## config.mk

```make
export PLATFORM = sky130hd
export DESIGN_NAME = hiscore_upload
export DESIGN_NICKNAME = d
export VERILOG_FILES = /design/src/rtl/hiscore_pkg.sv /design/src/rtl/hiscore_lat_cnt.sv /design/src/rtl/hiscore_upload.sv
export SDC_FILE = /design/constraint.sdc
export NUM_CORES = 1
export LEC_CHECK = 0
export CORE_MARGIN = 4
export CORE_UTILIZATION = 62
export CTS_BUF_LIST = sky130_fd_sc_hd__clkbuf_2 sky130_fd_sc_hd__clkbuf_4 sky130_fd_sc_hd__clkbuf_8
export CTS_CLUSTER_SIZE = 24
export DETAILED_ROUTE_END_ITERATION = 8
export DONT_BUFFER_PORTS = 1
export PLACE_DENSITY = 0.82
export SLEW_MARGIN = 20
export SYNTH_ARGS = -nofsm -noshare
export SYNTH_HDL_FRONTEND = slang
export SYNTH_SLANG_ARGS = --single-unit
```

## constraint.sdc

```tcl
create_clock -name clk_sys -period 3.51 [get_ports clk_sys]
set_input_delay 0.8775 -clock clk_sys [delete_from_list [all_inputs] [get_ports clk_sys]]
set_output_delay 0.8775 -clock clk_sys [all_outputs]
set_load 0.01 [all_outputs]
```

## src/rtl/hiscore_pkg.sv

```systemverilog
// Shared types and constants for the hiscore upload responder.
package hiscore_pkg;

  typedef enum logic [2:0] {
    IDLE  = 3'd0,
    PAUSE = 3'd1,
    READY = 3'd2,
    FETCH = 3'd3,
    HOLD  = 3'd4
  } state_t;

  localparam int         IOCTL_AW      = 25;
  localparam logic [7:0] OOR_BYTE      = 8'hFF;
  localparam logic [7:0] DEFAULT_INDEX = 8'd4;

endpackage

```

## src/rtl/hiscore_lat_cnt.sv

```systemverilog
// Loadable down-counter that times the RAM read latency; zero marks data valid.
module hiscore_lat_cnt #(
  parameter int RAM_LAT = 1
) (
  input  logic clk,
  input  logic rst_n,
  input  logic load,
  input  logic dec,
  output logic zero
);

  localparam int CW = $clog2(RAM_LAT + 1);

  logic [CW-1:0] cnt;

  always_ff @(posedge clk or negedge rst_n) begin
    if (!rst_n) begin
      cnt <= '0;
    end else if (load) begin
      cnt <= CW'(RAM_LAT);
    end else if (dec && (cnt != '0)) begin
      cnt <= cnt - 1'b1;
    end
  end

  assign zero = (cnt == '0);

endmodule

```

## src/rtl/hiscore_upload.sv

```systemverilog
// HPS ioctl upload responder: pauses the core and serves save-RAM bytes to ioctl_rd.
// Optional HISCORE_CHECKSUM_EN appends an XOR checksum byte at address SIZE.
module hiscore_upload
  import hiscore_pkg::*;
#(
  parameter int         ADDR_W  = 10,
  parameter int         SIZE    = 1024,
  parameter int         RAM_LAT = 1,
  parameter logic [7:0] INDEX   = DEFAULT_INDEX
) (
  input  logic                clk_sys,
  input  logic                reset_n,
  input  logic                ioctl_upload,
  input  logic [7:0]          ioctl_index,
  input  logic                ioctl_rd,
  input  logic [IOCTL_AW-1:0] ioctl_addr,
  output logic [7:0]          ioctl_din,
  output logic                ioctl_wait,
  output logic                pause_req,
  input  logic                pause_ack,
  output logic [ADDR_W-1:0]   ram_addr,
  output logic                ram_rd,
  input  logic [7:0]          ram_dout
);

  localparam logic [IOCTL_AW-1:0] SIZE_A = IOCTL_AW'(SIZE);

  state_t state, state_nxt;

  logic                active;
  logic                pend;
  logic [IOCTL_AW-1:0] pend_addr;
  logic [IOCTL_AW-1:0] serve_addr;
  logic                in_range;
  logic [7:0]          oor_data;

  logic serve, latch, capture, set_wait, clr_wait, start_pause, abort;
  logic cnt_load, cnt_dec, cnt_zero;

  logic              wait_p1;
  logic              pause_p1;
  logic              ram_rd_p1;
  logic [ADDR_W-1:0] ram_addr_p1;
  logic [7:0]        din_p1;

  assign active     = ioctl_upload && (ioctl_index == INDEX);
  assign serve_addr = pend ? pend_addr : ioctl_addr;
  assign in_range   = (serve_addr < SIZE_A);
  assign cnt_load   = serve && in_range;

`ifdef HISCORE_CHECKSUM_EN
  logic [7:0] acc;

  // Running XOR of every byte captured from RAM since the session started.
  always_ff @(posedge clk_sys or negedge reset_n) begin
    if (!reset_n) begin
      acc <= '0;
    end else if (start_pause) begin
      acc <= '0;
    end else if (capture) begin
      acc <= acc ^ ram_dout;
    end
  end

  assign oor_data = (serve_addr == SIZE_A) ? acc : OOR_BYTE;
`else
  assign oor_data = OOR_BYTE;
`endif

  hiscore_lat_cnt #(
    .RAM_LAT (RAM_LAT)
  ) u_lat_cnt (
    .clk   (clk_sys),
    .rst_n (reset_n),
    .load  (cnt_load),
    .dec   (cnt_dec),
    .zero  (cnt_zero)
  );

  always_ff @(posedge clk_sys or negedge reset_n) begin
    if (!reset_n) begin
      state <= IDLE;
    end else begin
      state <= state_nxt;
    end
  end

  always_comb begin
    state_nxt   = state;
    serve       = 1'b0;
    latch       = 1'b0;
    capture     = 1'b0;
    set_wait    = 1'b0;
    clr_wait    = 1'b0;
    start_pause = 1'b0;
    abort       = 1'b0;
    cnt_dec     = 1'b0;
    if (!active) begin
      abort     = 1'b1;
      state_nxt = IDLE;
    end else begin
      case (state)
        IDLE: begin
          start_pause = 1'b1;
          latch       = ioctl_rd;
          set_wait    = ioctl_rd;
          state_nxt   = PAUSE;
        end
        PAUSE: begin
          latch    = ioctl_rd && !pend;
          set_wait = ioctl_rd;
          if (pause_ack) state_nxt = READY;
        end
        READY, HOLD: begin
          if (!pause_ack) begin
            latch     = ioctl_rd && !pend;
            set_wait  = 1'b1;
            state_nxt = PAUSE;
          end else if (ioctl_rd || pend) begin
            // A pending strobe is served first; a fresh one alongside it queues.
            serve     = 1'b1;
            latch     = ioctl_rd && pend;
            set_wait  = 1'b1;
            state_nxt = in_range ? FETCH : HOLD;
          end else begin
            clr_wait  = 1'b1;
            state_nxt = READY;
          end
        end
        FETCH: begin
          latch   = ioctl_rd && !pend;
          cnt_dec = 1'b1;
          if (cnt_zero) begin
            capture   = 1'b1;
            clr_wait  = 1'b1;
            state_nxt = HOLD;
          end
        end
        default: state_nxt = IDLE;
      endcase
    end
  end

  // Control registers
  always_ff @(posedge clk_sys or negedge reset_n) begin
    if (!reset_n) begin
      pend        <= 1'b0;
      wait_p1     <= 1'b0;
      pause_p1    <= 1'b0;
      ram_rd_p1   <= 1'b0;
      ram_addr_p1 <= '0;
      din_p1      <= '0;
    end else begin
      if (abort) begin
        pend <= 1'b0;
      end else if (latch) begin
        pend <= 1'b1;
      end else if (serve && pend) begin
        pend <= 1'b0;
      end

      if (abort) begin
        wait_p1 <= 1'b0;
      end else if (set_wait) begin
        wait_p1 <= 1'b1;
      end else if (clr_wait) begin
        wait_p1 <= 1'b0;
      end

      if (abort) begin
        pause_p1 <= 1'b0;
      end else if (start_pause) begin
        pause_p1 <= 1'b1;
      end

      ram_rd_p1 <= serve && in_range;
      if (serve && in_range) ram_addr_p1 <= serve_addr[ADDR_W-1:0];

      if (serve && !in_range) begin
        din_p1 <= oor_data;
      end else if (capture) begin
        din_p1 <= ram_dout;
      end
    end
  end

  always_ff @(posedge clk_sys) begin
    if (latch) pend_addr <= ioctl_addr;
  end

  // Wait drops combinationally so an aborted session releases the HPS at once.
  assign ioctl_wait = wait_p1 && active;
  assign pause_req  = pause_p1;
  assign ram_rd     = ram_rd_p1;
  assign ram_addr   = ram_addr_p1;
  assign ioctl_din  = din_p1;

endmodule
```

==> reports/metrics.csv <==
stage;metric;value;unit
timing;maxSlewHeadroom;0.6576;
die;start_util;0.6549;
critical_path;end_kind;primary output;
timing;tightest_slew;0.5109;ns
drt;totalWireLength;4092;um
grt;use_met2;0.3369;
cells_and_area;fillers;264;
timing;period_needed;2.708;ns
timing;fin_skew;0.009002;ns
timing;hold_violations;0;
power;power_frac_seq;0.689;
logic_synthesis;syn-num-nets;229;
critical_path;critPathMaxStageDelay;0.35;ns
place;hpwl;3048;um
drt;drtPass1Iterations;4;
drt;drtAntennaViolNets;0;
status;outcome;finished, final reports clean;
clock_network;postCtsSetupBuffers;0;
grt;antenna_found_initial;0;
place;place_area;0.002265;mm2
logic_synthesis;yosysUniqueCellTypes;38;
clock_network;post_cts_resize_count;0;
clock_network;clk_latency;0.36;ns
logic_synthesis;yosysWarnings;0;
logic_synthesis;async_flop_share;0.5098;
logic_synthesis;synth_flop_cell;dfrtp_1;
drt;drcViolationCount;0;
power;p_leak;0.9130;nW
cells_and_area;mostFrequentLayoutCell;dfrtp_1;
logic_synthesis;synth_edf_count;25;
logic_synthesis;postSynthAreaPerCell;12.22;um2
place;numPortBuffers;0;
power;switchingPower;0.1743;mW
die;die_h;68.07;um
timing;finalCritPeriodShare;0.7715;
clock_network;clkTransAtPathRegs;0.14;ns
place;dp.cells;221;
die;fp.dieW;68.07;um
grt;met1_usage;0.2121;
cells_and_area;area_delta_synth_final;4.027;%
power;p_comb_frac;0.012;
critical_path;cp_cell_sequence;nor4b_1 > nand4_1 > nor2_1;
critical_path;critPathKind;input pin to primary output;
timing;finalMaxSlewViolations;0;
grt;grt_max_degree;27;
power;intPower;0.7381;mW
clock_network;htreeDepth;2;
critical_path;start_kind;input pin;
clock_network;cts_hold_buffers;0;
power;ir_drop;321.3;uV
timing;finalSetupViolations;0;
timing;tns;0;ns
clock_network;cts_sinks;51;
run;maxCapViolCount;0;
power;clockPowerShare;0.299;
power;power.density;392.1;mW/mm2
drt;num_vias;1379;
die;ios;67;
drt;wl_per_cell;17.87;um
logic_synthesis;netlist_area;0.002237;mm2
cells_and_area;antenna_cells;0;
timing;rsz0062_at_grt;false;
grt;use_met3;0.07389;
hold_path;hold_class;input pin to async pin;
drt;first_iter_violations;84;
grt;overflow;0;
grt;grt_pass1_wl;6486;um
drt;viasPerCell;6.022;
clock_network;cts_root_buf;clkbuf_4;
grt;top_usage_layer;met2;
critical_path;cp.arrival;1.83;ns
critical_path;cpMaxStageDelayCell;nand4_1;
cells_and_area;final_nets;228;
clock_network;cts_tree;yes;
die;core_area;0.003416;mm2
place;gp_congestion;0.7644;
cells_and_area;final_cell_area;0.002327;mm2
logic_synthesis;netlist_instances;183;
grt;grt.total_usage;0.1945;
timing;fmax;369.3;MHz
timing;hold_ws;0.1907;ns
clock_network;clock_path_buffers;2;
clock_network;numCtsBuffers;5;
power;netSwitchingFraction;0.1911;
logic_synthesis;ys_ff_latch;51;
grt;grt_pass1_vias;1479;
critical_path;crit_fanout;8;
critical_path;cp.required;2.63;ns
die;rows;21;
cells_and_area;mostFrequentLayoutCells;26 x dfrtp_1, 25 x nand2_1, 25 x edfxtp_1;
cells_and_area;drive_gt1_frac;0.1366;
cells_and_area;fin_cells;229;
logic_synthesis;synth-seq-area-share;0.6264;
die;die_area;0.004634;mm2
-- power by group through the flow --
stage	Clock (mW)	Sequential (mW)	Combinational, mW
2_1_floorplan	0	0.641	0.0105
3_3_place_gp	0	0.641	0.0106
3_5_place_dp	0	0.641	0.0111
4_1_cts	0.281	0.629	0.0112
5_1_grt	0.303	0.629	0.0128
6_report	0.273	0.629	0.0112
-- cell usage after synthesis, types with 2 or more instances --
cell      instances  share of area
inv_1             3         0.0050
edfxtp_1         25           0.34
nand3_2           8          0.036
buf_1             2         0.0034
o21ai_0           2         0.0045
or3_1             3         0.0084
nor3_1            2         0.0045
nand2b_1          2         0.0056
o31ai_1           2         0.0067
nor4_1            6          0.017
a31oi_1          11          0.031
nor4b_1           2         0.0078
buf_2             3         0.0067
nand2_1          25          0.042
buf_4             2         0.0067
nand3b_1          2         0.0067
nor2_1           10          0.017
clkbuf_1          4         0.0067
dfrtp_1          26           0.29
buf_6             2          0.010
a21oi_1          14          0.031
mux2i_1          11          0.049
-- per-layer routing --
metal	wire, um	up-vias
li1	-	671
met1	1556	646
met2	2123	56
met3	352	6
met4	59	0
met5	0	-
-- state kept, by name, summed over array words and instances (netlist names), 3 cells and up --
signal	flops
ioctl_din	8
pend_addr	25
ram_addr	10
state	3
-- worst max-delay path, delay by kind of cell --
family	cells	cell delay [ns]
AND/OR/NAND/NOR	3	0.96
-- stage by stage --
| step | setup WS (ns) | power, mW | util |
|---|---|---|---|
| after detailed placement | 0.7660 | 0.6521 | 0.6630 |
| after CTS | 0.7688 | 0.9205 | 0.6813 |
| final | 0.8020 | 0.9124 | 0.6813 |
| after global placement | 0.8496 | 0.6515 | 0.6630 |
| after floorplan | 0.4546 | 0.6513 | - |
| after global routing | 0.7112 | 0.9445 | 0.6813 |
-- layout make-up --
class	instances	area, um2	share of cell area
Sequential cell	51	1401	0.6021
Multi-Input combinational cell	116	757.0	0.3253
Clock buffer	7	58.81	0.02527
Tap cell	46	57.56	0.02473
Timing Repair Buffer	5	37.54	0.01613
Inverter	3	11.26	0.004839
Clock inverter	1	3.754	0.001613
-- cell families (layout without fill, tap and decap cells) --
group,after synthesis,count (layout),share of synthesized area
XOR/XNOR,2,2,0.007831
AO/OA/AOI/OAI,37,37,0.1102
multiplexers,11,11,0.04922
flip-flops,51,51,0.6264
AND/OR/NAND/NOR,66,66,0.1678
buffers and inverters,16,16,0.03858
-- final timing paths --
kind                                 from       endpoint  slack [ns]  cells past startpoint
max in group asynchronous         reset_n    ram_addr[9]        3.23                      0
min                               reset_n  u_lat_cnt.cnt        0.19                      0
max reg2reg                          pend   ioctl_din[3]        1.03                      7
min reg2reg                       wait_p1        wait_p1        0.58                      2
max                        ioctl_index[3]     ioctl_wait        0.80                      3
min in group clk_sys              wait_p1        wait_p1        0.58                      2
(Power assumes the default switching activity.)
